<file path="config.mk">
export PLATFORM = sky130hd
export DESIGN_NAME = if_prefetch
export DESIGN_NICKNAME = d
export VERILOG_FILES = /design/src/rtl/if_prefetch_pkg.sv /design/src/rtl/sync_fifo_fwft.sv /design/src/rtl/if_prefetch.sv
export SDC_FILE = /design/constraint.sdc
export NUM_CORES = 1
export LEC_CHECK = 0
export BUFFER_PORTS_ARGS = -buffer_cell sky130_fd_sc_hd__buf_2
export CAP_MARGIN = 20
export CORE_MARGIN = 10
export CORE_UTILIZATION = 35
export DETAILED_ROUTE_END_ITERATION = 12
export REMOVE_ABC_BUFFERS = 1
export SYNTH_ARGS = -nofsm -noshare
export SYNTH_HDL_FRONTEND = slang
export SYNTH_HIERARCHICAL = 1
export SYNTH_SLANG_ARGS = --single-unit
</file>
<file path="constraint.sdc">
create_clock -name clk -period 6.5 [get_ports clk]
set_input_delay 0.975 -clock clk [delete_from_list [all_inputs] [get_ports clk]]
set_output_delay 0.975 -clock clk [all_outputs]
set_load 0.01 [all_outputs]
</file>
<file path="src/rtl/if_prefetch_pkg.sv">
// Shared constants for the instruction-fetch front end.
package if_prefetch_pkg;

  localparam int unsigned DEFAULT_DATA_WIDTH = 32;
  localparam int unsigned DEFAULT_ROM_DEPTH  = 256;
  localparam int unsigned FETCH_FIFO_DEPTH   = 4;
  localparam logic [31:0] DEFAULT_RESET_PC   = 32'h0000_0000;
  localparam logic [31:0] INST_NOP           = 32'h0000_0013;

endpackage

</file>
<file path="src/rtl/sync_fifo_fwft.sv">
// First-word-fall-through FIFO with synchronous flush; head is visible on data_o
// whenever the queue is non-empty. DEPTH must be a power of two, at least 2.
module sync_fifo_fwft #(
  parameter int unsigned WIDTH = 64,
  parameter int unsigned DEPTH = 4
) (
  input  logic             clk,
  input  logic             rstn,
  input  logic             push_i,
  input  logic             pop_i,
  input  logic             flush_i,
  input  logic [WIDTH-1:0] data_i,
  output logic [WIDTH-1:0] data_o,
  output logic             full_o,
  output logic             empty_o
);

  localparam int unsigned PW = $clog2(DEPTH);
  localparam int unsigned CW = PW + 1;

  logic [PW-1:0]    wr_ptr_q, wr_ptr_d;
  logic [PW-1:0]    rd_ptr_q, rd_ptr_d;
  logic [CW-1:0]    count_q, count_d;
  logic [WIDTH-1:0] mem_q [DEPTH];
  logic             do_push, do_pop;

  assign empty_o = (count_q == '0);
  assign full_o  = (count_q == CW'(DEPTH));
  assign do_pop  = pop_i & ~empty_o;
  // When full, a same-cycle pop frees the head slot that the push overwrites.
  assign do_push = push_i & (~full_o | do_pop);
  assign data_o  = mem_q[rd_ptr_q];

  always_comb begin
    wr_ptr_d = wr_ptr_q;
    rd_ptr_d = rd_ptr_q;
    count_d  = count_q;
    if (flush_i) begin
      wr_ptr_d = '0;
      rd_ptr_d = '0;
      count_d  = '0;
    end else begin
      if (do_push) wr_ptr_d = wr_ptr_q + PW'(1);
      if (do_pop)  rd_ptr_d = rd_ptr_q + PW'(1);
      if (do_push && !do_pop)      count_d = count_q + CW'(1);
      else if (do_pop && !do_push) count_d = count_q - CW'(1);
    end
  end

  always_ff @(posedge clk or negedge rstn) begin
    if (!rstn) begin
      wr_ptr_q <= '0;
      rd_ptr_q <= '0;
      count_q  <= '0;
    end else begin
      wr_ptr_q <= wr_ptr_d;
      rd_ptr_q <= rd_ptr_d;
      count_q  <= count_d;
    end
  end

  always_ff @(posedge clk) begin
    if (do_push && !flush_i) mem_q[wr_ptr_q] <= data_i;
  end

endmodule

</file>
<file path="src/rtl/if_prefetch.sv">
// Instruction-fetch front end: fetch PC, ROM addressing, prefetch queue toward
// decode, and jump/branch redirect with queue flush.
module if_prefetch
  import if_prefetch_pkg::*;
#(
  parameter int unsigned           DATA_WIDTH = DEFAULT_DATA_WIDTH,
  parameter int unsigned           ROM_DEPTH  = DEFAULT_ROM_DEPTH,
  parameter int unsigned           FIFO_DEPTH = FETCH_FIFO_DEPTH,
  parameter logic [DATA_WIDTH-1:0] RESET_PC   = DATA_WIDTH'(DEFAULT_RESET_PC),
  localparam int unsigned          ROM_AW     = $clog2(ROM_DEPTH)
) (
  input  logic                  clk,
  input  logic                  rstn,
  output logic [ROM_AW-1:0]     rom_addr_o,
  input  logic [DATA_WIDTH-1:0] rom_instr_i,
  output logic [DATA_WIDTH-1:0] instr_o,
  output logic [DATA_WIDTH-1:0] instr_pc_o,
  output logic                  instr_valid_o,
  input  logic                  instr_ready_i,
  input  logic                  jump_en_i,
  input  logic [DATA_WIDTH-1:0] jump_addr_i
);

  logic [DATA_WIDTH-1:0]   fetch_pc_q, fetch_pc_d;
  logic [2*DATA_WIDTH-1:0] head;
  logic                    full, empty;
  logic                    push, pop;

  assign rom_addr_o = fetch_pc_q[ROM_AW+1:2];

  // A redirect suppresses both push and pop; the flush discards the head.
  assign pop  = instr_valid_o & instr_ready_i & ~jump_en_i;
  assign push = ~jump_en_i & (~full | pop);

  always_comb begin
    fetch_pc_d = fetch_pc_q;
    if (jump_en_i)  fetch_pc_d = jump_addr_i & ~DATA_WIDTH'(3);
    else if (push)  fetch_pc_d = fetch_pc_q + DATA_WIDTH'(4);
  end

  always_ff @(posedge clk or negedge rstn) begin
    if (!rstn) fetch_pc_q <= RESET_PC;
    else       fetch_pc_q <= fetch_pc_d;
  end

  sync_fifo_fwft #(
    .WIDTH (2 * DATA_WIDTH),
    .DEPTH (FIFO_DEPTH)
  ) u_fifo (
    .clk     (clk),
    .rstn    (rstn),
    .push_i  (push),
    .pop_i   (pop),
    .flush_i (jump_en_i),
    .data_i  ({fetch_pc_q, rom_instr_i}),
    .data_o  (head),
    .full_o  (full),
    .empty_o (empty)
  );

  assign instr_valid_o = ~empty;
  assign instr_o       = empty ? DATA_WIDTH'(INST_NOP) : head[DATA_WIDTH-1:0];
  assign instr_pc_o    = empty ? '0 : head[2*DATA_WIDTH-1:DATA_WIDTH];

endmodule

</file>
==> impl_results.md, run 1 <==
* Layout cells sized above 1 at 32.9%
* Reg2Reg Depth at 6
* Vias/cell at 4.87
* Pre-CTS setup slack at 2830 ps
* WS Path Type: reg -> out
* CP required at 5520 ps
* Total Wirelength at 26200 um
* CP arrival at 3120 ps
* Root Driver: clkbuf_16
* Post-synthesis mux area share at 12.6%
* Initial antenna violation count at 0
* Number of max-slew violations in the final report at 0
* Routed length per placed instance at 20.2 um
* Slew margin rel. at 29.6%
* Antenna Cells at 0
* Largest family of logic cells by synthesized area: multiplexers
* Synth Area in Adders at 0.686%
* P_leak at 4.89 nW
* Period utilization at 63.0%
* CTS Hold Bufs at 0
* Final ANT Viol Nets at 0
* Synth warn at 6
* FP Rows at 67
* Synth Area in XOR/XNOR at 2.25%
* P&R area growth vs syn at 17.6%
* Compound-Gate Fraction of Synth Area at 2.36%
* Full die area at 42200 um^2
* Most frequent cells in the layout: 256 x edfxtp_1, 138 x buf_2, 64 x mux4_2
* Total track usage at 12.4%
* Routed vias at 6315
* Initial Util at 35.7%
* Clk pin slew, worst setup/hold paths at 60 ps
* Worst-case clock buffer depth at 3
* CP Launch Type: flop
* # IOs at 141
* Hpwl dp at 16100 um
* Core area at 33800 um^2
* CP max FO at 44
* Final setup violating endpoints at 0
* Maximum vdd ir drop at 203 uV
* Num CTS Buffers at 30
* CTS tree: yes
* Post-synthesis sequential area ratio at 71.5%
* Number of remaining DRC errors at 0
* DRT iter0 DRCs at 341
* Mapped Area at 12000 um^2
* Port Buffers at 138
* Die width at 206 um
* Register bit count reported by yosys at 293
* Status: complete, no violations
* Vias in the first global route at 6770
* Syn Inst Count at 680
* Overflow after GRT at 0
* Sink Count at 293
* RSZ-0062 raised after global routing: no
* Worst setup slack after layout at 2400 ps
* F_max at 244 MHz
* Distinct cells, synth at 52
* Max-capacitance violation count at 0
* Period minus WS final at 4100 ps
* EDFF count, synth at 256
* Iteration count of the initial detailed-routing pass at 4
* Htree depth at 1
* CP endpoint kind: output pin
* Power per cell area at 367 nW/um^2
* Skew-Pair Late Insertion Delay at 540 ps
* Post-CTS sizing at 0
* Nets at 901
* Core Util, Final at 42.0%
* RD Place Congestion at 0.756
* Worst-Margin Slew at 1060 ps
* Global-route wire length before repair at 40700 um
* HP Class: in -> async
* Setup Fix Bufs, Post-CTS at 0
* Largest net degree at the start of global routing at 76
* Post-Synth Simple-Gate Area at 8.38%
* Commonest non-fill, non-tap cell in the layout: edfxtp_1
* FFs w/ async S/R, synth at 12.6%
* Die height at 206 um
* Power Total at 5.20 mW
* Most used DFF post-synth: edfxtp_1
* # fillers at 3056
* Clk_skew at 6.62 ps
* Final Hold Viols at 0
* Syn Area/Cell at 17.7 um^2
==> sequential cells by signal, summed over array words and instances (netlist names) <==
| name | cells |
|---|---|
| u_fifo/rd_ptr_q | 2 |
| u_fifo/wr_ptr_q | 2 |
| u_fifo/mem_q | 256 |
| fetch_pc_q | 30 |
| u_fifo/count_q | 3 |
==> final timing paths <==
kind	start	to	slack, ps
setup / recovery	u_fifo/rd_ptr_q[0]$_DFFE_PN0P_	instr_o[5]	2400
hold / removal	rstn	fetch_pc_q[5]$_DFFE_PN0P_	560
setup reg to reg	u_fifo/count_q[2]$_DFFE_PN0P_	u_fifo/mem_q[1][18]$_DFFE_PP_	3300
hold reg to reg	fetch_pc_q[31]$_DFFE_PN0P_	u_fifo/mem_q[1][63]$_DFFE_PP_	570
max in group asynchronous	rstn	u_fifo/rd_ptr_q[1]$_DFFE_PN0P_	5270
min in group clk	fetch_pc_q[31]$_DFFE_PN0P_	u_fifo/mem_q[1][63]$_DFFE_PP_	570
==> critical path, stage by stage, from the launching register on <==
cell and delay, ps:
dfrtp_4 1070, buf_4 560, mux4_2 570, nor2b_1 170, buf_2 190
==> logic make-up after synthesis <==
logic type / after synthesis
buffers and inverters: 52
flip-flops: 293
other: 1
multiplexers: 71
AO/OA/AOI/OAI: 46
AND/OR/NAND/NOR: 180
adder cells (fa/ha/maj): 6
XOR/XNOR: 31
==> final cells by class <==
| cell class | instances | area (um^2) | area share, % |
|---|---|---|---|
| clock buffers | 36 | 825 | 5.82 |
| well taps | 448 | 561 | 3.96 |
| clock inverters | 19 | 125 | 0.883 |
| flip-flops and latches | 293 | 8620 | 60.8 |
| inverters | 10 | 37.5 | 0.265 |
| repair buffers | 150 | 781 | 5.51 |
| multi-input cells | 342 | 3220 | 22.7 |
==> power by group <==
part	switching, mW	total [mW]	internal, mW
sequential	0.139	2.43	2.29
combinational	0.669	1.15	0.480
clock	0.678	1.62	0.939
total	1.49	5.20	3.71
==> cell usage after synthesis, types with 2 or more instances <==
| master | n | area [um^2] |
|---|---|---|
| o31a_1 | 2 | 17.5 |
| nor2b_1 | 62 | 388 |
| edfxtp_1 | 256 | 7690 |
| mux2i_1 | 3 | 30.0 |
| dfrtp_1 | 37 | 926 |
| and4_1 | 3 | 26.3 |
| nand3_1 | 5 | 25.0 |
| nor2_1 | 14 | 52.6 |
| o21ai_0 | 29 | 145 |
| o21ai_1 | 2 | 10.0 |
| nand4_1 | 15 | 93.8 |
| buf_2 | 8 | 40.0 |
| nor4_1 | 6 | 37.5 |
| a31oi_1 | 2 | 12.5 |
| mux4_2 | 64 | 1440 |
| inv_1 | 10 | 37.5 |
| buf_4 | 13 | 97.6 |
| clkbuf_1 | 17 | 63.8 |
| nor3b_1 | 5 | 37.5 |
| or3_1 | 3 | 18.8 |
| ha_1 | 5 | 62.6 |
| nand2b_1 | 5 | 31.3 |
| xor2_1 | 19 | 166 |
| mux2_2 | 3 | 33.8 |
| xnor2_1 | 12 | 105 |
| buf_1 | 3 | 11.3 |
| nand2_1 | 41 | 154 |
| nor3_1 | 3 | 15.0 |
| and2_1 | 3 | 18.8 |
| or2_2 | 3 | 18.8 |
| and3_1 | 6 | 37.5 |
==> per-layer routing <==
layer,vias to the layer above,wire length (um),track usage (%)
met5,-,0,0
met4,0,395,2.78
met3,30,2060,2.81
met2,167,12500,20.2
met1,3201,11300,16.7
li1,2917,-,-
==> through the flow <==
step	TNS, ps	instances	cell area, um^2	hold slack, ps
global placement	0	1243	13200	558
detailed placement	0	1243	13200	574
global route	0	1298	14200	619
CTS	0	1298	14200	580
finish	0	1298	14200	558
floorplan	-287460	645	11800	507
Power figures use the tool's default switching activity.
==> run 2, diff against run 1 <==
==> constraint.sdc (replaced) <==
create_clock -name clk -period 3.5 [get_ports clk]
set_input_delay 0.525 -clock clk [delete_from_list [all_inputs] [get_ports clk]]
set_output_delay 0.525 -clock clk [all_outputs]
set_load 0.01 [all_outputs]
==> run 2 against run 1 <==
Clock power is 120% higher. Sequential power grew 84%. Die area stayed put. Critical endpoint is now u_fifo/mem_q[2][57]$_DFFE_PP_. Largest cell class unchanged. Highest routed layer unchanged.
==> impl_results.md, run 2 (same netlist as run 1, synthesis figures left out) <==
* Status: complete, no violations
* WS Path Type: reg -> reg
* Post-CTS sizing at 0
* Sw Pwr at 2.83 mW
* Period utilization at 84.6%
* Power Total at 10.2 mW
* Placed inst area at 13400 um^2
* # fillers at 3013
* Multi-input gate area at 3220 um^2
* Root Driver: clkbuf_16
* Worst-case clock buffer depth at 3
* Num CTS Buffers at 34
* Crit-path cells: nor3_2, or3b_1, inv_1, o21ai_0, nor3b_2, buf_4
* Total track usage at 12.7%
* Iteration count of the initial detailed-routing pass at 4
* Port Buffers at 138
* Number of remaining DRC errors at 0
* Vias in the first global route at 6834
* Sequential share of power at 43.8%
* Total Wirelength at 26800 um
* Worst setup path start: u_fifo/count_q[2]$_DFFE_PN0P_
* Setup Fix Bufs, Post-CTS at 0
* Die width at 206 um
* P&R area growth vs syn at 20.3%
* FF+latch area at 8620 um^2
* F_max at 338 MHz
* Initial Util at 35.7%
* Global-route wire length before repair at 41100 um
* HP Class: in -> async
* CTS Hold Bufs at 0
* Worst path top cell family by delay: simple AND/OR/NAND/NOR gates
* Design internal power at 7.36 mW
* RD Place Congestion at 0.777
* Final ANT Viol Nets at 0
* CP required at 3640 ps
* Commonest non-fill, non-tap cell in the layout: edfxtp_1
* Clk_skew at 9.94 ps
* # IOs at 141
* Routed vias at 6378
* CP Launch Type: flop
* Sink Count at 293
* Period minus WS final at 2960 ps
* Initial antenna violation count at 0
* Comb pwr share at 22.0%
* Worst-Margin Slew at 919 ps
* CP arrival at 3110 ps
* Overflow after GRT at 0
* Routed length per placed instance at 20.5 um
* Htree depth at 2
* Worst path max stage delay at 500 ps
* Worst r2r src: u_fifo/count_q[2]$_DFFE_PN0P_
* Most frequent cells in the layout: 256 x edfxtp_1, 138 x buf_2, 64 x mux4_2
* Crit path max-delay cell type: dfrtp_1
* Final Hold Viols at 0
* FP Rows at 67
* Largest net degree at the start of global routing at 75
* Die height at 206 um
* RSZ-0062 raised after global routing: no
* CP endpoint kind: flop
* Max-capacitance violation count at 0
* Dpl cells at 1245
* CP max FO at 25
* Post-route cell area at 14500 um^2
* Power per cell area at 703 nW/um^2
* Nets at 907
* Layout cells sized above 1 at 33.1%
* Sw Ratio at 27.7%
* Antenna Cells at 0
* Crit path buffers/inverters at 2
* Biggest registers after layout: u_fifo/mem_q x256, fetch_pc_q x30, u_fifo/count_q x3
* Hpwl dp at 16500 um
* Clk pin slew, worst setup/hold paths at 60 ps
* Number of max-slew violations in the final report at 0
* Vias/cell at 4.88
* Skew-Pair Late Insertion Delay at 490 ps
* Slew margin rel. at 38.7%
* CTS tree: yes
* Final hold slack at 159 ps
* Full die area at 42200 um^2
* Fin cells at 1307
* Maximum vdd ir drop at 375 uV
* Final setup violating endpoints at 0
* DRT iter0 DRCs at 389
* Top reg by flops: u_fifo/mem_q
* Max reg flops at 256
* Clk pwr share at 34.3%
* P_leak at 4.99 nW
* Core area at 33800 um^2
* Core Util, Final at 42.9%
-- run 2: power by group through the flow --
stage	registers (mW)	clock network (mW)	logic, mW
after detailed placement	4.54	0	2.32
after global routing	4.51	3.74	2.49
final	4.46	3.49	2.24
after floorplan	4.64	0	1.36
after CTS	4.47	3.61	2.32
after global placement	4.52	0	2.31
-- run 2: final timing paths --
path                                                  end  cells past startpoint  slack, ps
max reg2reg                 u_fifo/mem_q[2][57]$_DFFE_PP_                      6        540
max                         u_fifo/mem_q[2][57]$_DFFE_PP_                      6        540
min in group clk                fetch_pc_q[2]$_DFFE_PN0P_                      3        240
min reg2reg                 u_fifo/mem_q[3][63]$_DFFE_PP_                      0        570
max in group asynchronous  u_fifo/rd_ptr_q[0]$_DFFE_PN0P_                      1       2650
min                             fetch_pc_q[5]$_DFFE_PN0P_                      1        160
-- run 2: final cells by class --
cell class | instances | area share, %
timing repair buffer | 152 | 6.35
sequential | 293 | 59.5
clock buffer | 46 | 6.69
multi-input combinational | 342 | 22.2
tap | 448 | 3.87
clock inverter | 16 | 1.10
inverter | 10 | 0.259
-- run 2: through the flow --
step | worst slack [ps] | setup TNS [ps]
global placement | 490 | 0
finish | 538 | 0
floorplan | -4120 | -1177260
CTS | 528 | 0
global route | 306 | 0
detailed placement | 463 | 0
-- run 2: worst reg2reg max path, delay by kind of cell (launching register included) --
kind / cells / cell delay [ps]
and+or+nand+nor: 3 / 920
buffers and inverters: 2 / 780
DFF: 1 / 500
AOI/OAI and AO/OA: 1 / 410
-- run 2: layer usage --
layer | GRT usage, % | vias up | share of wire [%]
li1 | - | 2930 | -
met1 | 17.5 | 3248 | 44
met2 | 20.0 | 174 | 47
met3 | 2.89 | 26 | 7.3
met4 | 3.07 | 0 | 1.1
met5 | 0 | - | 0
==> run 3, diff against run 2 <==
==> constraint.sdc (replaced) <==
create_clock -name clk -period 2.5 [get_ports clk]
set_input_delay 0.375 -clock clk [delete_from_list [all_inputs] [get_ports clk]]
set_output_delay 0.375 -clock clk [all_outputs]
set_load 0.01 [all_outputs]
==> run 3 against run 2 <==
The flow now finishes with violations (setup timing). Non-clock buffer count up 53. Cell count up 4.0%. Total power up 45%. Count of clock-buffer cells in the layout down 3. Global-route usage up 0.55 points. Register-to-register slack worse by 400 ps. Critical path depth unchanged. Die area unchanged. Sequential power up 39%. Flip-flop and latch count unchanged. Worst hold slack worse by 79 ps. Critical path type is now reg -> out. Critical endpoint is now instr_pc_o[17]. Largest cell class unchanged. Largest power group unchanged.
==> impl_results.md, run 3 (same netlist as run 1, synthesis figures left out) <==
* Worst-case clock buffer depth at 3
* Period minus WS final at 2540 ps
* Skew-Pair Late Insertion Delay at 500 ps
* Num CTS Buffers at 34
* HP Class: in -> reg
* Routed length per placed instance at 20.9 um
* Port Buffers at 138
* Full die area at 42200 um^2
* Violated checks: setup timing
* Sink Count at 293
* RD Place Congestion at 0.787
* Nets at 960
* Top reg by flops: u_fifo/mem_q
* Pre-CTS setup slack at 126 ps
* Die height at 206 um
* FP Rows at 67
* Period utilization at 102%
* Maximum vdd ir drop at 686 uV
* Global-route wire length before repair at 42400 um
* CP Launch Type: flop
* Power Total at 14.7 mW
* P_leak at 5.36 nW
* Initial antenna violation count at 2
* CP required at 2120 ps
* Routed vias at 6636
* RSZ-0062 raised after global routing: yes
* Vias in the first global route at 6828
* Vias/cell at 4.88
* Worst setup slack after layout at -41.6 ps
* Status: complete, but fails checks
* Commonest non-fill, non-tap cell in the layout: edfxtp_1
* Dpl cells at 1287
* F_max at 393 MHz
* Number of remaining DRC errors at 0
* Max-capacitance violation count at 0
* Core area at 33800 um^2
* WS Path Type: reg -> out
* # IOs at 141
* Final hold slack at 79.5 ps
* Antenna Cells at 0
* P&R area growth vs syn at 26.3%
* Root Driver: clkbuf_16
* CTS tree: yes
* CP max FO at 6
* Number of max-slew violations in the final report at 0
* Fin cells at 1359
* Total Wirelength at 28400 um
* DRT iter0 DRCs at 338
* Overflow after GRT at 0
* Largest net degree at the start of global routing at 66
* Max reg flops at 256
* Iteration count of the initial detailed-routing pass at 4
* Total track usage at 13.2%
* Final ANT Viol Nets at 0
* Most frequent cells in the layout: 256 x edfxtp_1, 130 x buf_2, 64 x mux4_2
* Layout cells sized above 1 at 37.4%
* Htree depth at 2
* Final Hold Viols at 0
* Biggest registers after layout: u_fifo/mem_q x256, fetch_pc_q x30, u_fifo/count_q x3
* Initial Util at 35.7%
* Clk_skew at 17.4 ps
* Die width at 206 um
* Final setup violating endpoints at 7
* CP arrival at 2170 ps
* Power per cell area at 969 nW/um^2
* Hpwl dp at 18200 um
* Clk pin slew, worst setup/hold paths at 60 ps
* CP endpoint kind: output pin
## run 3: metrics by stage
stage | utilization, % | TNS [ps] | instance area (um^2)
global placement | 40.8 | 0 | 13800
detailed placement | 40.8 | 0 | 13800
floorplan | - | -1525510 | 11800
finish | 45.0 | -136 | 15200
CTS | 44.9 | -3040 | 15200
global route | 45.0 | -2770 | 15200
## run 3: critical path: stages, from the launching register on
cell,delay [ps]
dfrtp_4,520
buf_12,160
buf_12,140
buf_12,120
mux4_2,420
nor2b_1,140
buf_2,150
## run 3: power by group
group          internal, mW  switching (mW)  leakage (nW)
Combinational          1.77            2.05          2.05
Sequential             5.96           0.223          2.78
Clock                  2.86            1.87         0.529
Total                  10.6            4.15          5.36
## run 3: final timing paths
kind                                                 from                            end  slack [ps]  cells past startpoint
max                        u_fifo/rd_ptr_q[0]$_DFFE_PN0P_                 instr_pc_o[17]         -40                      6
min                                       jump_addr_i[25]     fetch_pc_q[25]$_DFFE_PN0P_          80                      3
max reg2reg                 u_fifo/count_q[0]$_DFFE_PN0P_  u_fifo/count_q[2]$_DFFE_PN0P_         140                      9
min reg2reg                    fetch_pc_q[31]$_DFFE_PN0P_  u_fifo/mem_q[3][63]$_DFFE_PP_         560                      0
max in group asynchronous                            rstn     fetch_pc_q[23]$_DFFE_PN0P_        1630                      3
min in group asynchronous                            rstn     fetch_pc_q[30]$_DFFE_PN0P_         330                      2
## run 3: layer usage
metal	share of wire (%)	track usage [%]	vias to the layer above
met5	0.049	0	-
met4	1.6	3.15	4
met3	6.0	3.10	38
met2	47	21.0	170
met1	45	18.0	3370
li1	-	-	3054
## run 3: repair_timing
action | CTS | global route
hold buffers | 1 | 0
endpoints found under the setup margin | 65 | 159
hold endpoints to repair | 13 | 0
resized for setup | 14 | 20
buffers inserted | 6 | 0
cloned | 5 | 1
## run 3: cell type report
type,instances,area [um^2]
well taps,448,561
clock inverters,18,149
fillers,2954,18600
flip-flops and latches,293,8620
multi-input cells,342,3260
clock buffers,43,936
repair buffers,205,1640
inverters,10,37.5
